===== src/rtl/ram_sp_clr.sv =====
// Single-port synchronous RAM with per-byte write enables, a registered read
// with a valid strobe, selectable read-during-write, and an optional
// post-reset clear sweep.
//
// state   | meaning
// --------+--------------------------------------------------------------
// S_CLEAR | sweeping INIT_VAL into every word; requests ignored, busy=1
// S_IDLE  | accepting read/write requests when en=1
module ram_sp_clr #(
   parameter int              DW             = 8,
   parameter int              AW             = 8,
   parameter int              DEPTH          = 256,
   parameter int              RDW_MODE       = 0,
   parameter int              CLEAR_ON_RESET = 1,
   parameter logic [DW-1:0]   INIT_VAL       = '0
) (
   input  logic              clk,
   input  logic              rst,
   input  logic              en,
   input  logic              r,
   input  logic              w,
   input  logic [AW-1:0]     addr,
   input  logic [DW-1:0]     in,
   input  logic [DW/8-1:0]   be,
   output logic [DW-1:0]     out,
   output logic              out_valid,
   output logic              busy,
   output logic              err
);

   localparam int            NB      = DW / 8;
   localparam int            IW      = (DEPTH > 1) ? $clog2(DEPTH) : 1;
   localparam logic [AW:0]   DEPTH_W = (AW+1)'(DEPTH);
   localparam logic [AW-1:0] LAST    = AW'(DEPTH - 1);

   typedef enum logic {S_CLEAR, S_IDLE} state_t;

   state_t            r_state;
   state_t            w_state_nxt;
   logic [AW-1:0]     r_cnt;
   logic [DW-1:0]     r_mem [0:DEPTH-1];
   logic [DW-1:0]     r_out;
   logic              r_out_valid;
   logic              r_err;

   logic              w_clearing;
   logic              w_acc;
   logic              w_in_range;
   logic [IW-1:0]     w_idx;
   logic [DW-1:0]     w_rd_old;
   logic [DW-1:0]     w_merged;
   logic              w_wr_en;
   logic [IW-1:0]     w_wr_idx;
   logic [DW-1:0]     w_wr_data;
   logic [NB-1:0]     w_wr_be;

   // Range check is done at full address width so nothing ever wraps.
   assign w_in_range = ({1'b0, addr} < DEPTH_W);
   assign w_idx      = addr[IW-1:0];
   assign w_acc      = en & (r | w) & (r_state == S_IDLE);
   assign w_rd_old   = r_mem[w_idx];

   // State register; reset restarts the sweep from scratch.
   always_ff @(posedge clk) begin
      if (rst) r_state <= (CLEAR_ON_RESET != 0) ? S_CLEAR : S_IDLE;
      else     r_state <= w_state_nxt;
   end

   // Next state: leave CLEAR on the edge that writes the last word.
   always_comb begin
      w_state_nxt = r_state;
      if (r_state == S_CLEAR && r_cnt == LAST) w_state_nxt = S_IDLE;
   end

   // Outputs derived from state.
   always_comb begin
      w_clearing = (r_state == S_CLEAR);
      busy       = w_clearing;
   end

   // Sweep address counter.
   always_ff @(posedge clk) begin
      if (rst)             r_cnt <= '0;
      else if (w_clearing) r_cnt <= r_cnt + AW'(1);
   end

   // Post-write word, used for write-first reads.
   always_comb begin
      w_merged = w_rd_old;
      for (int i = 0; i < NB; i++)
         if (be[i]) w_merged[8*i +: 8] = in[8*i +: 8];
   end

   // Single write port shared by the clear sweep and user writes.
   always_comb begin
      w_wr_en   = 1'b0;
      w_wr_idx  = w_idx;
      w_wr_data = in;
      w_wr_be   = be;
      if (!rst) begin
         if (w_clearing) begin
            w_wr_en   = 1'b1;
            w_wr_idx  = r_cnt[IW-1:0];
            w_wr_data = INIT_VAL;
            w_wr_be   = '1;
         end else if (w_acc && w && w_in_range) begin
            w_wr_en   = 1'b1;
         end
      end
   end

   // Memory array, byte-granular writes, never reset.
   always_ff @(posedge clk) begin
      if (w_wr_en)
         for (int i = 0; i < NB; i++)
            if (w_wr_be[i]) r_mem[w_wr_idx][8*i +: 8] <= w_wr_data[8*i +: 8];
   end

   // Registered read data, valid and error strobes.
   always_ff @(posedge clk) begin
      if (rst) begin
         r_out       <= '0;
         r_out_valid <= 1'b0;
         r_err       <= 1'b0;
      end else begin
         r_out_valid <= 1'b0;
         r_err       <= 1'b0;
         if (w_acc) begin
            if (!w_in_range) begin
               r_err <= 1'b1;
               if (r) begin
                  r_out       <= '0;
                  r_out_valid <= 1'b1;
               end
            end else if (r) begin
               r_out       <= (RDW_MODE != 0 && w) ? w_merged : w_rd_old;
               r_out_valid <= 1'b1;
            end
         end
      end
   end

   assign out       = r_out;
   assign out_valid = r_out_valid;
   assign err       = r_err;

endmodule


===== config.mk =====
export PLATFORM = sky130hd
export DESIGN_NAME = ram_sp_clr
export DESIGN_NICKNAME = d
export VERILOG_FILES = /design/src/rtl/ram_sp_clr.sv
export SDC_FILE = /design/constraint.sdc
export NUM_CORES = 2
export LEC_CHECK = 0
export ABC_AREA = 0
export BUFFER_PORTS_ARGS = -buffer_cell sky130_fd_sc_hd__buf_4
export CORE_UTILIZATION = 60
export CTS_BUF_LIST = sky130_fd_sc_hd__clkbuf_2 sky130_fd_sc_hd__clkbuf_4 sky130_fd_sc_hd__clkbuf_8
export CTS_CLUSTER_SIZE = 40
export DETAILED_ROUTE_END_ITERATION = 16
export PLACE_DENSITY_LB_ADDON = 0.12
export SYNTH_ARGS = -nofsm -noshare
export SYNTH_HDL_FRONTEND = slang
export SYNTH_SLANG_ARGS = --single-unit

===== constraint.sdc =====
create_clock -name clk -period 16.3 [get_ports clk]
set_input_delay 1.63 -clock clk [delete_from_list [all_inputs] [get_ports clk]]
set_output_delay 1.63 -clock clk [all_outputs]
set_load 0.02 [all_outputs]

==> metrics.txt <==
Clock Latency Late Sink=1020 ps; antenna violations before repair=12; CP required=17180 ps; final hold slack=600.5 ps; initial DRC count=5989; critical hold path startpoint=r_cnt[0]; CTS tree=yes; largest net degree at the start of global routing=193; Lkg Pwr=28.23 nW; row count=134; post-DR wirelength/cell=33.73 µm; #FFs+latches synth=2066; # fillers=8612; HP Class=flip-flop to flip-flop; first-pass GRT wire length=295.4 mm; # DRC=16; Crit-path slowest cell=buf_4; Setup Total Neg Slack=0 ps; H-tree Lvls=5; failing checks=DRC; Avg Inst Size Synth=20.56 µm²; Least-Margin Pin Slew=1349 ps; setup bufs post-CTS=0; Setup WS pre-CTS=9089 ps; vias in the first global route=40930; post_cts resized=0; worst setup margin=9982 ps; root buf cell=clkbuf_8; fraction of registers with async set/reset=0%; Synth Cell Area=0.08089 mm²; RR Startpoint=r_state; Reg clk slew, reported paths=60 ps; CP Data Arrival Time=7200 ps; Most common cell on crit path=buf_4; outcome=finished, violations left; TritonCTS Buffers=333; Port Buffers=31; Post-synth EDFFs=2048; CP max FO=107; pwr/cell area=119.8 mW/mm²; hold_buf cts=0; r2r endpoint=r_mem[42][7]; area delta synth->final=9.737%; Via density=6.788; Syn Nets=3958; drt total wl=206.8 mm; die area=0.1363 mm²; endpoints failing setup=0; Worst path max stage delay=850 ps; most common flop cell mapped by yosys=edfxtp_1; CP startpoint kind=input port; ANT nets after route=0; Final Cell Area=0.08877 mm²; part of the cycle the worst path needs=38.76%; critical path class=input port to flip-flop; Synth Instances=3935; Initial Util=60.54%; GR Util All Layers=30.79%; HPWL Detailed=123.7 mm; R2R Setup Slk=11660 ps; RSZ-0062 raised after global routing=no; R2R depth=5; height of the chip=369.2 µm; Max Slew Vio Count=0; reported max-cap violation count=0; hold endpoint=r_cnt[0]; unique cell type count in the Yosys netlist=85; Post-Route Skew=48.82 ps; Max Fclk=158.3 MHz; GRT overflow=0; VDD IR max=0.00007302 V; Setup crit end kind=flip-flop; final hold viol count=0; Die W=369.2 µm; CORE AREA=0.1336 mm²; critical path's top delay family=buffers and inverters; Seq/Total Area, Yosys=76.47%; clk buf depth=4; # nets final=4165; crit path cell chain=buf_8, buf_12, buf_4, buf_4, buf_4, mux4_2, a22o_1, a2111oi_0, a31oi_1, nand4_1, o211ai_1; I/O pin count=33; Buffers & Inverters on Critical Path=5; vias=41630; Final Critical Period=6318 ps; Yosys warning count=0; Cell Area, Placed=0.08255 mm²; global placement routability congestion=0.8631; ratio of cells with drive above 1 in the final layout=24.49%; hold path cells=2; First-pass DRT Iterations=14; headroom to the max-slew limit=9.289%; Sink Count=2066
==> final cells by class <==
cell class                 instances  area [µm²]  area share (%)
sequential                      2066       61860           69.68
multi-input combinational       1618       17500           19.71
clock buffer                     457        5583           6.289
tap                             1768        2212           2.492
timing repair buffer             117       954.7           1.075
clock inverter                    97       629.4          0.7090
inverter                           6       27.53         0.03101
antenna                            3       7.507        0.008457
==> state kept, by name (all words and copies together) (netlist names) <==
| signal | count |
|---|---|
| out | 8 |
| r_mem | 2048 |
| out_valid | 1 |
| r_cnt | 8 |
| r_state | 1 |
==> per-stage QoR <==
stage	util, %	power, mW	cells
CTS	66.42	10.67	6128
floorplan	-	6.304	3935
finish	66.43	10.63	6132
global route	66.43	10.91	6132
detailed placement	61.77	6.472	5574
global placement	61.76	6.468	5573
==> cells in the final DEF (no fill, tap or decap), types with 18 or more instances in the layout <==
| master | count |
|---|---|
| a21oi_1 | 29 |
| clkbuf_4 | 113 |
| edfxtp_1 | 2048 |
| a22oi_1 | 45 |
| a211oi_1 | 21 |
| nor2_1 | 299 |
| buf_4 | 107 |
| clkbuf_8 | 344 |
| mux2i_1 | 239 |
| nand2_1 | 95 |
| mux4_2 | 413 |
| nand3_1 | 32 |
| dfxtp_1 | 18 |
| o221ai_1 | 44 |
| o21ai_0 | 32 |
| o22ai_1 | 71 |
| clkinv_1 | 69 |
| nor3_1 | 21 |
==> cell usage after synthesis (6+ instances only) <==
cell type	count	area share (%)
nor2_1	300	1.4
a22o_1	15	0.16
a211oi_1	21	0.19
o22ai_1	71	0.55
and3_1	6	0.046
a21oi_1	29	0.18
nor3_1	22	0.14
nor4_1	7	0.054
o21a_1	6	0.056
nand4_1	14	0.11
and2_1	16	0.12
dfxtp_1	18	0.45
o221ai_1	44	0.48
buf_4	20	0.19
mux2_2	17	0.24
a22oi_1	45	0.42
buf_8	13	0.24
o22a_1	8	0.087
o31ai_1	11	0.10
buf_2	57	0.35
a31oi_1	13	0.10
mux4_2	413	11
nand3b_1	7	0.065
edfxtp_1	2048	76
o211ai_1	8	0.074
buf_6	45	0.63
or3_1	7	0.054
o21ai_0	32	0.20
nor2b_1	7	0.054
mux2i_1	239	3.0
a2111oi_0	15	0.16
mux4_1	7	0.23
a221oi_1	11	0.12
buf_1	14	0.065
nand2b_1	6	0.046
clkbuf_1	94	0.44
nand3_1	32	0.20
o2111ai_1	6	0.065
nand2_1	98	0.45
==> per-layer routing <==
layer | global-route usage [%] | up-vias | routed length (µm)
li1 | - | 16810 | -
met1 | 46.11 | 22000 | 84180
met2 | 45.31 | 2477 | 94550
met3 | 8.171 | 323 | 23020
met4 | 8.618 | 8 | 5012
met5 | 0 | - | 45
==> worst min-delay path: stages (launching register included) <==
cell	delay (ps)
dfxtp_1	370
xor2_1	140
nor2_1	50
==> worst max path at each step <==
stage	cells past startpoint	start	to	slack, ps
floorplan	5	rst	r_mem[0][0]	9850
global placement	9	addr[0]	out[2]	9000
detailed placement	11	addr[1]	out[6]	9090
CTS	11	addr[1]	out[6]	10160
global route	11	addr[0]	out[5]	9950
finish	11	addr[1]	out[6]	9980
==> cells by family after synthesis <==
| group | synth area share (%) |
|---|---|
| AO/OA/AOI/OAI | 3.557 |
| XOR/XNOR | 0.07579 |
| adder cells (fa/ha/maj) | 0.01546 |
| buffers and inverters | 1.988 |
| flip-flops | 76.47 |
| multiplexers | 14.92 |
| other | 0.004636 |
| AND/OR/NAND/NOR | 2.970 |
==> power by group <==
| group | switching (mW) | internal (mW) | total [mW] |
|---|---|---|---|
| registers | 0.00239 | 5.85 | 5.85 |
| clock network | 1.93 | 2.34 | 4.26 |
| logic | 0.352 | 0.163 | 0.516 |
| total | 2.28 | 8.35 | 10.6 |
Note: power is estimated with default switching activity, not from simulation.
